--- src/rtl/jtdd_adpcm_arb.sv ---
// jtdd_adpcm_arb: lets the two ADPCM decoder channels share one sample-ROM port.
// Each channel keeps one cached byte with its address tag. A channel whose
// cache misses gets a ROM fetch. When both channels miss, the grant goes to
// the channel that was not served last, so the two channels alternate.
module jtdd_adpcm_arb #(
    parameter int AW     = 16,
    parameter int DW     = 8,
    parameter int SETTLE = 1
) (
    input  logic          clk,
    input  logic          rst_n,
    input  logic          ch0_cs,
    input  logic [AW-1:0] ch0_addr,
    output logic [DW-1:0] ch0_data,
    output logic          ch0_ok,
    input  logic          ch1_cs,
    input  logic [AW-1:0] ch1_addr,
    output logic [DW-1:0] ch1_data,
    output logic          ch1_ok,
    output logic [AW:0]   rom_addr,
    output logic          rom_cs,
    input  logic [DW-1:0] rom_data,
    input  logic          rom_ok
);

    typedef enum logic {
        ST_IDLE = 1'b0,
        ST_WAIT = 1'b1
    } state_t;

    state_t        r_state;
    logic [1:0]    r_valid;
    logic [AW-1:0] r_tag0;
    logic [AW-1:0] r_tag1;
    logic [AW-1:0] r_req_addr;
    logic          r_last;
    logic          r_gnt;
    logic [2:0]    r_settle;

    logic          w_hit0;
    logic          w_hit1;
    logic          w_pend0;
    logic          w_pend1;
    logic          w_gnt;
    logic [AW-1:0] w_sel_addr;

    // Cache hit, miss and grant decode. ok is combinational, so it drops in the same cycle the address moves.
    always_comb begin
        w_hit0     = r_valid[0] && (r_tag0 == ch0_addr);
        w_hit1     = r_valid[1] && (r_tag1 == ch1_addr);
        w_pend0    = ch0_cs && !w_hit0;
        w_pend1    = ch1_cs && !w_hit1;
        ch0_ok     = ch0_cs && w_hit0;
        ch1_ok     = ch1_cs && w_hit1;
        w_gnt      = (w_pend0 && w_pend1) ? !r_last : w_pend1;
        w_sel_addr = w_gnt ? ch1_addr : ch0_addr;
    end

    // Fetch FSM: grant in IDLE, wait out the settle time, then capture on rom_ok and return to IDLE for one cycle.
    always_ff @(posedge clk or negedge rst_n) begin
        if (!rst_n) begin
            r_state    <= ST_IDLE;
            rom_cs     <= 1'b0;
            rom_addr   <= '0;
            ch0_data   <= '0;
            ch1_data   <= '0;
            r_valid    <= 2'b00;
            r_tag0     <= '0;
            r_tag1     <= '0;
            r_req_addr <= '0;
            r_last     <= 1'b1;
            r_gnt      <= 1'b0;
            r_settle   <= '0;
        end else begin
            case (r_state)
                ST_IDLE: begin
                    if (w_pend0 || w_pend1) begin
                        rom_addr   <= {w_gnt, w_sel_addr};
                        r_req_addr <= w_sel_addr;
                        r_gnt      <= w_gnt;
                        rom_cs     <= 1'b1;
                        r_settle   <= 3'(SETTLE);
                        r_state    <= ST_WAIT;
                    end
                end
                ST_WAIT: begin
                    if (r_settle != 3'd0) begin
                        r_settle <= r_settle - 3'd1;
                    end else if (rom_ok) begin
                        if (r_gnt) begin
                            ch1_data   <= rom_data;
                            r_tag1     <= r_req_addr;
                            r_valid[1] <= 1'b1;
                        end else begin
                            ch0_data   <= rom_data;
                            r_tag0     <= r_req_addr;
                            r_valid[0] <= 1'b1;
                        end
                        r_last  <= r_gnt;
                        rom_cs  <= 1'b0;
                        r_state <= ST_IDLE;
                    end
                end
                default: r_state <= ST_IDLE;
            endcase
        end
    end

endmodule

--- config.mk ---
export PLATFORM = sky130hd
export DESIGN_NAME = jtdd_adpcm_arb
export DESIGN_NICKNAME = d
export VERILOG_FILES = /design/src/rtl/jtdd_adpcm_arb.sv
export SDC_FILE = /design/constraint.sdc
export NUM_CORES = 1
export LEC_CHECK = 0
export BUFFER_PORTS_ARGS = -buffer_cell sky130_fd_sc_hd__buf_2
export CAP_MARGIN = 10
export CELL_PAD_IN_SITES_DETAIL_PLACEMENT = 2
export CELL_PAD_IN_SITES_GLOBAL_PLACEMENT = 2
export CORE_ASPECT_RATIO = 2
export CORE_MARGIN = 5
export CORE_UTILIZATION = 29
export DETAILED_ROUTE_END_ITERATION = 8
export HOLD_SLACK_MARGIN = 0.02
export PLACE_DENSITY_LB_ADDON = 0.1
export SYNTH_ARGS = -nofsm -noshare
export SYNTH_HDL_FRONTEND = slang
export SYNTH_SLANG_ARGS = --single-unit
--- constraint.sdc ---
create_clock -name clk -period 2.1 [get_ports clk]
set_clock_uncertainty 0.1 [all_clocks]
set_input_delay 0.105 -clock clk [delete_from_list [all_inputs] [get_ports clk]]
set_output_delay 0.105 -clock clk [all_outputs]
set_load 0.02 [all_outputs]
==> qor.yml, run 1 <==
yosysSeqAreaShare: 0.5181
fmax_ghz: 0.4242
rows: 57
worstPathRequired_ps: 1890
async_flop_share: 1.000
rsz0062_at_grt: "yes"
violations: "negative setup slack"
ys_warn_count: 0
timing.critical_path.to_type: "output pin"
wl_per_cell_um: 21.50
finalCritPeriodShare: 1.123
drc: 0
hpwl_um: 9422
drive_gt1_frac: 0.4872
finalHoldViolCount: 0
grt_overflow: 0
grt_max_degree: 56
synth-edff-count: 0
whs_ps: 78.44
track_usage: 0.1917
slew_violations: 0
fin_crit_ps: 2358
grt_pass1_vias: 3741
area_delta_synth_final_pct: 50.92
tightestPinTransition_ps: 449.7
htreeDepth: 3
dr.pass1.iters: 4
design_power_total_mw: 7.907
place_ws_ps: -298.1
syn_area_per_cell_um2: 11.80
yosys-top-cells-area: "dfrtp_1 (51%), mux2_2 (16%), xnor2_1 (7.0%), a31oi_1 (2.8%), nand3_1 (2.8%)"
syn_area_um2: 3528
syn_nets: 346
synthFlopType: "dfrtp_1"
viasPerCell: 4.981
cap_violations: 0
dieArea_um2: 14610
path_cells: "xnor2_2 -> buf_4 -> nand4_1 -> or4_4 -> nor3_4 -> buf_6"
cts_inserted_buffers: 9
p_leak_nw: 2.329
cp_data_arrival_time_ps: 2150
wl_um: 13260
setup_viol_count_final: 24
ctsLongestPathBuffers: 2
clk_latency_ps: 340
place_congestion: 0.8113
synth_top_cell_area_share: 0.5106
fin_util: 0.4418
cts-root-buf: "clkbuf_16"
synth_largest_area_cell: "dfrtp_1"
layout.nets: 512
port_buffers: 80
die_h_um: 166.0
slowest_stage: "or4_4"
antenna_found_initial: 0
ir_worst_vdd_mv: 0.6274
crit_fanout: 4
core_um2: 12050
hp-class: "input port to flip-flop"
fin_ws_ps: -257.6
tritoncts: "done"
synth.distinct_cells: 40
diodes: 0
start_kind: "flip-flop"
outcome: "finished with violations"
initial_core_util: 0.2927
clk_pin_slew_ps: 70
io_pins: 81
clock-sinks: 73
cp_slowest_stage_delay_ps: 620
final_antenna_net_count: 0
ys_seq_elements: 73
slew_headroom: 0.6959
drt_iter0_drc: 66
fp.dieW_um: 88.00
vias: 3073
postSynthCellCount: 299
setup.worst_path.class: "flip-flop to output pin"
p_per_area_nw_per_um2: 1485
nFillCells: 1265
grt_pass1_wl_um: 20860
[worst max-delay path, delay by kind of cell, from the launching register on]
family                 cells  cell delay, ps
AND/OR/NAND/NOR            3             910
XOR/XNOR                   1             200
flip-flops                 1             400
buffers and inverters      2             300
[layout make-up]
class	count	area (µm²)	area share
clock buffer	9	225.2	0.04229
inverter	4	15.01	0.002820
timing repair buffer	169	1206	0.2265
clock inverter	7	102.6	0.01927
sequential	73	1828	0.3433
multi-input combinational	208	1764	0.3313
tap	147	183.9	0.03454
[state kept, by name, indices dropped and copies added (netlist names)]
signal and cells:
r_tag1 16, ch1_data 8, rom_addr 17, rom_cs 1, r_valid 2, r_last 1, r_settle 3, ch0_data 8
r_tag0 16, r_state 1
[metal layers]
metal	global-route usage	share of wire	up-vias
met3	0.02781	0.028	18
met2	0.3614	0.58	59
met1	0.2057	0.37	1572
met4	0.07281	0.026	0
li1	-	-	1424
met5	0	0	-
[logic make-up (layout without fill, tap and decap cells)]
kind of cell,after synthesis,count (layout),synth area share
compound gates,46,46,0.09256
xor+xnor,33,33,0.08192
fa+ha+maj,2,2,0.007091
buf+inv,18,189,0.02624
flops,73,73,0.5181
mux,49,49,0.1564
simple gates,78,78,0.1177
[power breakdown]
part | leakage (nW) | switching (mW) | internal, mW
registers | 0.839 | 0.590 | 2.12
logic | 1.33 | 1.78 | 1.70
clock network | 0.157 | 0.661 | 1.05
[final timing paths]
kind                       cells past startpoint  slack (ps)                     from                 endpoint
max in group asynchronous                      3        1160                    rst_n       r_last$_DFFE_PN1P_
max reg2reg                                    8        -240    r_tag0[4]$_DFFE_PN0P_  rom_addr[0]$_DFFE_PN0P_
min                                            4          80              ch0_addr[8]  rom_addr[8]$_DFFE_PN0P_
max                                            6        -260    r_tag0[4]$_DFFE_PN0P_                   ch0_ok
min reg2reg                                    1         410  ch0_data[3]$_DFFE_PN0P_  ch0_data[3]$_DFFE_PN0P_
min in group asynchronous                      2          90                    rst_n   r_tag1[12]$_DFFE_PN0P_
[cells in the final DEF (no fill, tap or decap), types with 3 or more instances in the layout]
cell           netlist  routed
a31oi_1             16      16
buf_2                5      77
buf_4                1      50
buf_6                2       3
clkbuf_16            0       9
dfrtp_1             72      72
dlygate4sd3_1        0      36
inv_1                4       4
mux2_2              49      49
nand2_1             11      11
nand2b_1             5       5
nand3_1             20      17
nand3_2              0       3
nand4_1             11      11
nor3_1              19      18
o21ai_0              7       4
o21ai_1             11       9
o21ai_2              0       5
xnor2_1             28      20
xnor2_2              0       8
xor2_1               5       4
[metrics by stage]
step	instances	area [µm²]	TNS (ps)
floorplan	299	3543	-293.7
global placement	562	4457	-3867
detailed placement	562	4457	-5586
CTS	614	5228	-6115
global route	617	5325	-6329
finish	617	5325	-4372
[cells in the mapped netlist, drive strengths merged, types with 2 or more instances]
library cell and n:
xor2 5, nor3 19, ha 2, inv 4, nand2 11, dfrtp 72
nand2b 5, or2 2, mux2 49, a31oi 16, nand4 11, nor2 3
o21a 2, buf 8, xnor2 28, clkbuf 6, nand3 20, o21ai 18
[what timing repair did]
item                       CTS  global route
pin swaps                    7             5
resized for setup           20            12
gates cloned                 1             0
hold endpoints to repair   104             1
hold buffers                35             1
setup endpoints to repair   24            48
setup buffers                0             2
No activity file was read; power rests on OpenSTA's default activity.
==> inputs of run 2 (changes only) <==
--- a/config.mk
+++ b/config.mk
@@ -11,9 +11,10 @@
 export CELL_PAD_IN_SITES_GLOBAL_PLACEMENT = 2
 export CORE_ASPECT_RATIO = 2
 export CORE_MARGIN = 5
-export CORE_UTILIZATION = 29
+export CORE_UTILIZATION = 25
 export DETAILED_ROUTE_END_ITERATION = 8
 export HOLD_SLACK_MARGIN = 0.02
+export MAX_ROUTING_LAYER = met4
 export PLACE_DENSITY_LB_ADDON = 0.1
 export SYNTH_ARGS = -nofsm -noshare
 export SYNTH_HDL_FRONTEND = slang
==> run 2 against run 1 <==
The flow still finishes with violations (negative setup slack). Wire length increased by 2.2%. Final area increased by 0.23%. Combinational power about the same. Critical path depth unchanged. Non-clock buffer count decreased by 1. Power decreased by 1.3%. Via count increased by 1.2%. Fmax decreased by 0.19%. Largest power group unchanged.
==> qor.yml, run 2 (synthesis gave the netlist of run 1 again) <==
clk_latency_ps: 330
largest_reg_flops: 17
cap_violations: 0
p_sw_frac: 0.3845
cp_data_arrival_time_ps: 2160
clock_power_share: 0.208
reg_top3: "rom_addr: 17 flops, r_tag0: 16 flops, r_tag1: 16 flops"
diodes: 0
io_pins: 81
layout.nets: 511
fp.dieW_um: 94.01
finalHoldViolCount: 0
fin_ws_ps: -262.0
fin_tns_setup_ps: -3505
clk_pin_slew_ps: 60
drt_iter0_drc: 69
comb_power_share: 0.444
violations: "negative setup slack"
ctsLongestPathBuffers: 2
intPower_mw: 4.801
wl_um: 13550
setup.worst_path.class: "flip-flop to output pin"
core_um2: 13890
vias: 3111
initial_core_util: 0.2540
hp-class: "input port to flip-flop"
antenna_found_initial: 0
placement.cell_area_um2: 4554
hpwl_um: 10070
grt_pass1_wl_um: 20780
regMostFlops: "rom_addr"
worstPathRequired_ps: 1890
rows: 61
fin_crit_ps: 2362
finalCritPeriodShare: 1.125
seqPwrFrac: 0.348
final_area_um2: 5338
grt_overflow: 0
final_antenna_net_count: 0
ir_worst_vdd_mv: 0.5319
grt_max_degree: 33
rsz0062_at_grt: "yes"
p_per_area_nw_per_um2: 1461
tritoncts: "done"
start_kind: "flip-flop"
outcome: "finished with violations"
timing.critical_path.to_type: "output pin"
p_leak_nw: 2.310
setup_viol_count_final: 23
layout_common_cells: "buf_2 (77), dfrtp_1 (72), buf_4 (52)"
die_h_um: 178.0
wl_per_cell_um: 20.59
cts_inserted_buffers: 9
slew_violations: 0
dr.pass1.iters: 4
crit_fanout: 4
place_congestion: 0.7807
power_switching_mw: 3.000
track_usage: 0.1730
port_buffers: 80
clock-sinks: 73
fin_util: 0.3843
place_ws_ps: -234.6
htreeDepth: 3
cts-root-buf: "clkbuf_16"
tightestPinTransition_ps: 669.5
final_common_cell: "buf_2"
nFillCells: 1552
area_delta_synth_final_pct: 51.28
viasPerCell: 4.728
slew_headroom: 0.5474
grt_pass1_vias: 3609
drc: 0
drive_gt1_frac: 0.5032
dieArea_um2: 16730
fmax_ghz: 0.4234
==> run 2: repair_timing <==
| item | CTS | global route |
|---|---|---|
| setup buffers | 0 | 2 |
| hold endpoints to repair | 87 | 0 |
| hold buffers | 29 | 0 |
| pin swaps | 5 | 22 |
| resized for setup | 24 | 15 |
| setup endpoints to repair | 24 | 43 |
| cloned | 1 | 0 |
==> run 2: critical path, cell delays in order, from the launching register on <==
cell	delay, ps
dfrtp_1	400
xnor2_2	170
buf_4	170
nand4_1	110
or4_4	570
nor3_4	250
buf_6	150
==> run 2: layout make-up <==
class / instances / area, µm² / area share
clock buffer: 10 / 239.0 / 0.04477
clock inverter: 6 / 72.57 / 0.01360
inverter: 4 / 15.01 / 0.002813
multi-input combinational: 208 / 1750 / 0.3279
sequential: 73 / 1828 / 0.3425
tap: 189 / 236.5 / 0.04430
timing repair buffer: 168 / 1196 / 0.2241
==> run 2: power by group through the flow <==
| stage | combinational, mW | clock [mW] | sequential, mW |
|---|---|---|---|
| final | 3.46 | 1.62 | 2.72 |
| after global routing | 3.73 | 1.73 | 2.81 |
| after CTS | 3.49 | 1.66 | 2.73 |
| after detailed placement | 3.35 | 0 | 2.74 |
| after global placement | 3.29 | 0 | 2.69 |
| after floorplan | 1.58 | 0 | 2.92 |
==> run 2: stage by stage <==
step	hold slack, ps	cells	power [mW]
6_report	2.012	658	7.800
5_1_grt	27.04	658	8.267
3_5_place_dp	-14.86	610	6.090
3_3_place_gp	-19.27	610	5.986
4_1_cts	0.4813	656	7.885
2_1_floorplan	-290.6	299	4.505
==> run 2: metal layers <==
metal	track usage	share of wire	wire length, µm	vias up
li1	-	-	-	1423
met1	0.1712	0.35	4736	1600
met2	0.3355	0.60	8097	66
met5	-	0	0	-
met3	0.02153	0.025	343	22
met4	0.06329	0.027	372	0
==> run 2: worst paths after layout <==
kind	startpoint	end	slack, ps	cells past startpoint
min in group asynchronous	rst_n	r_tag1[15]$_DFFE_PN0P_	160	2
worst max register to register	r_tag0[5]$_DFFE_PN0P_	rom_addr[14]$_DFFE_PN0P_	-200	7
max in group asynchronous	rst_n	r_last$_DFFE_PN1P_	1090	3
worst min register to register	rom_cs$_DFFE_PN0P_	rom_cs$_DFFE_PN0P_	400	1
worst max-delay path	r_tag0[5]$_DFFE_PN0P_	ch0_ok	-260	6
worst min-delay path	ch0_addr[5]	rom_addr[5]$_DFFE_PN0P_	2	3
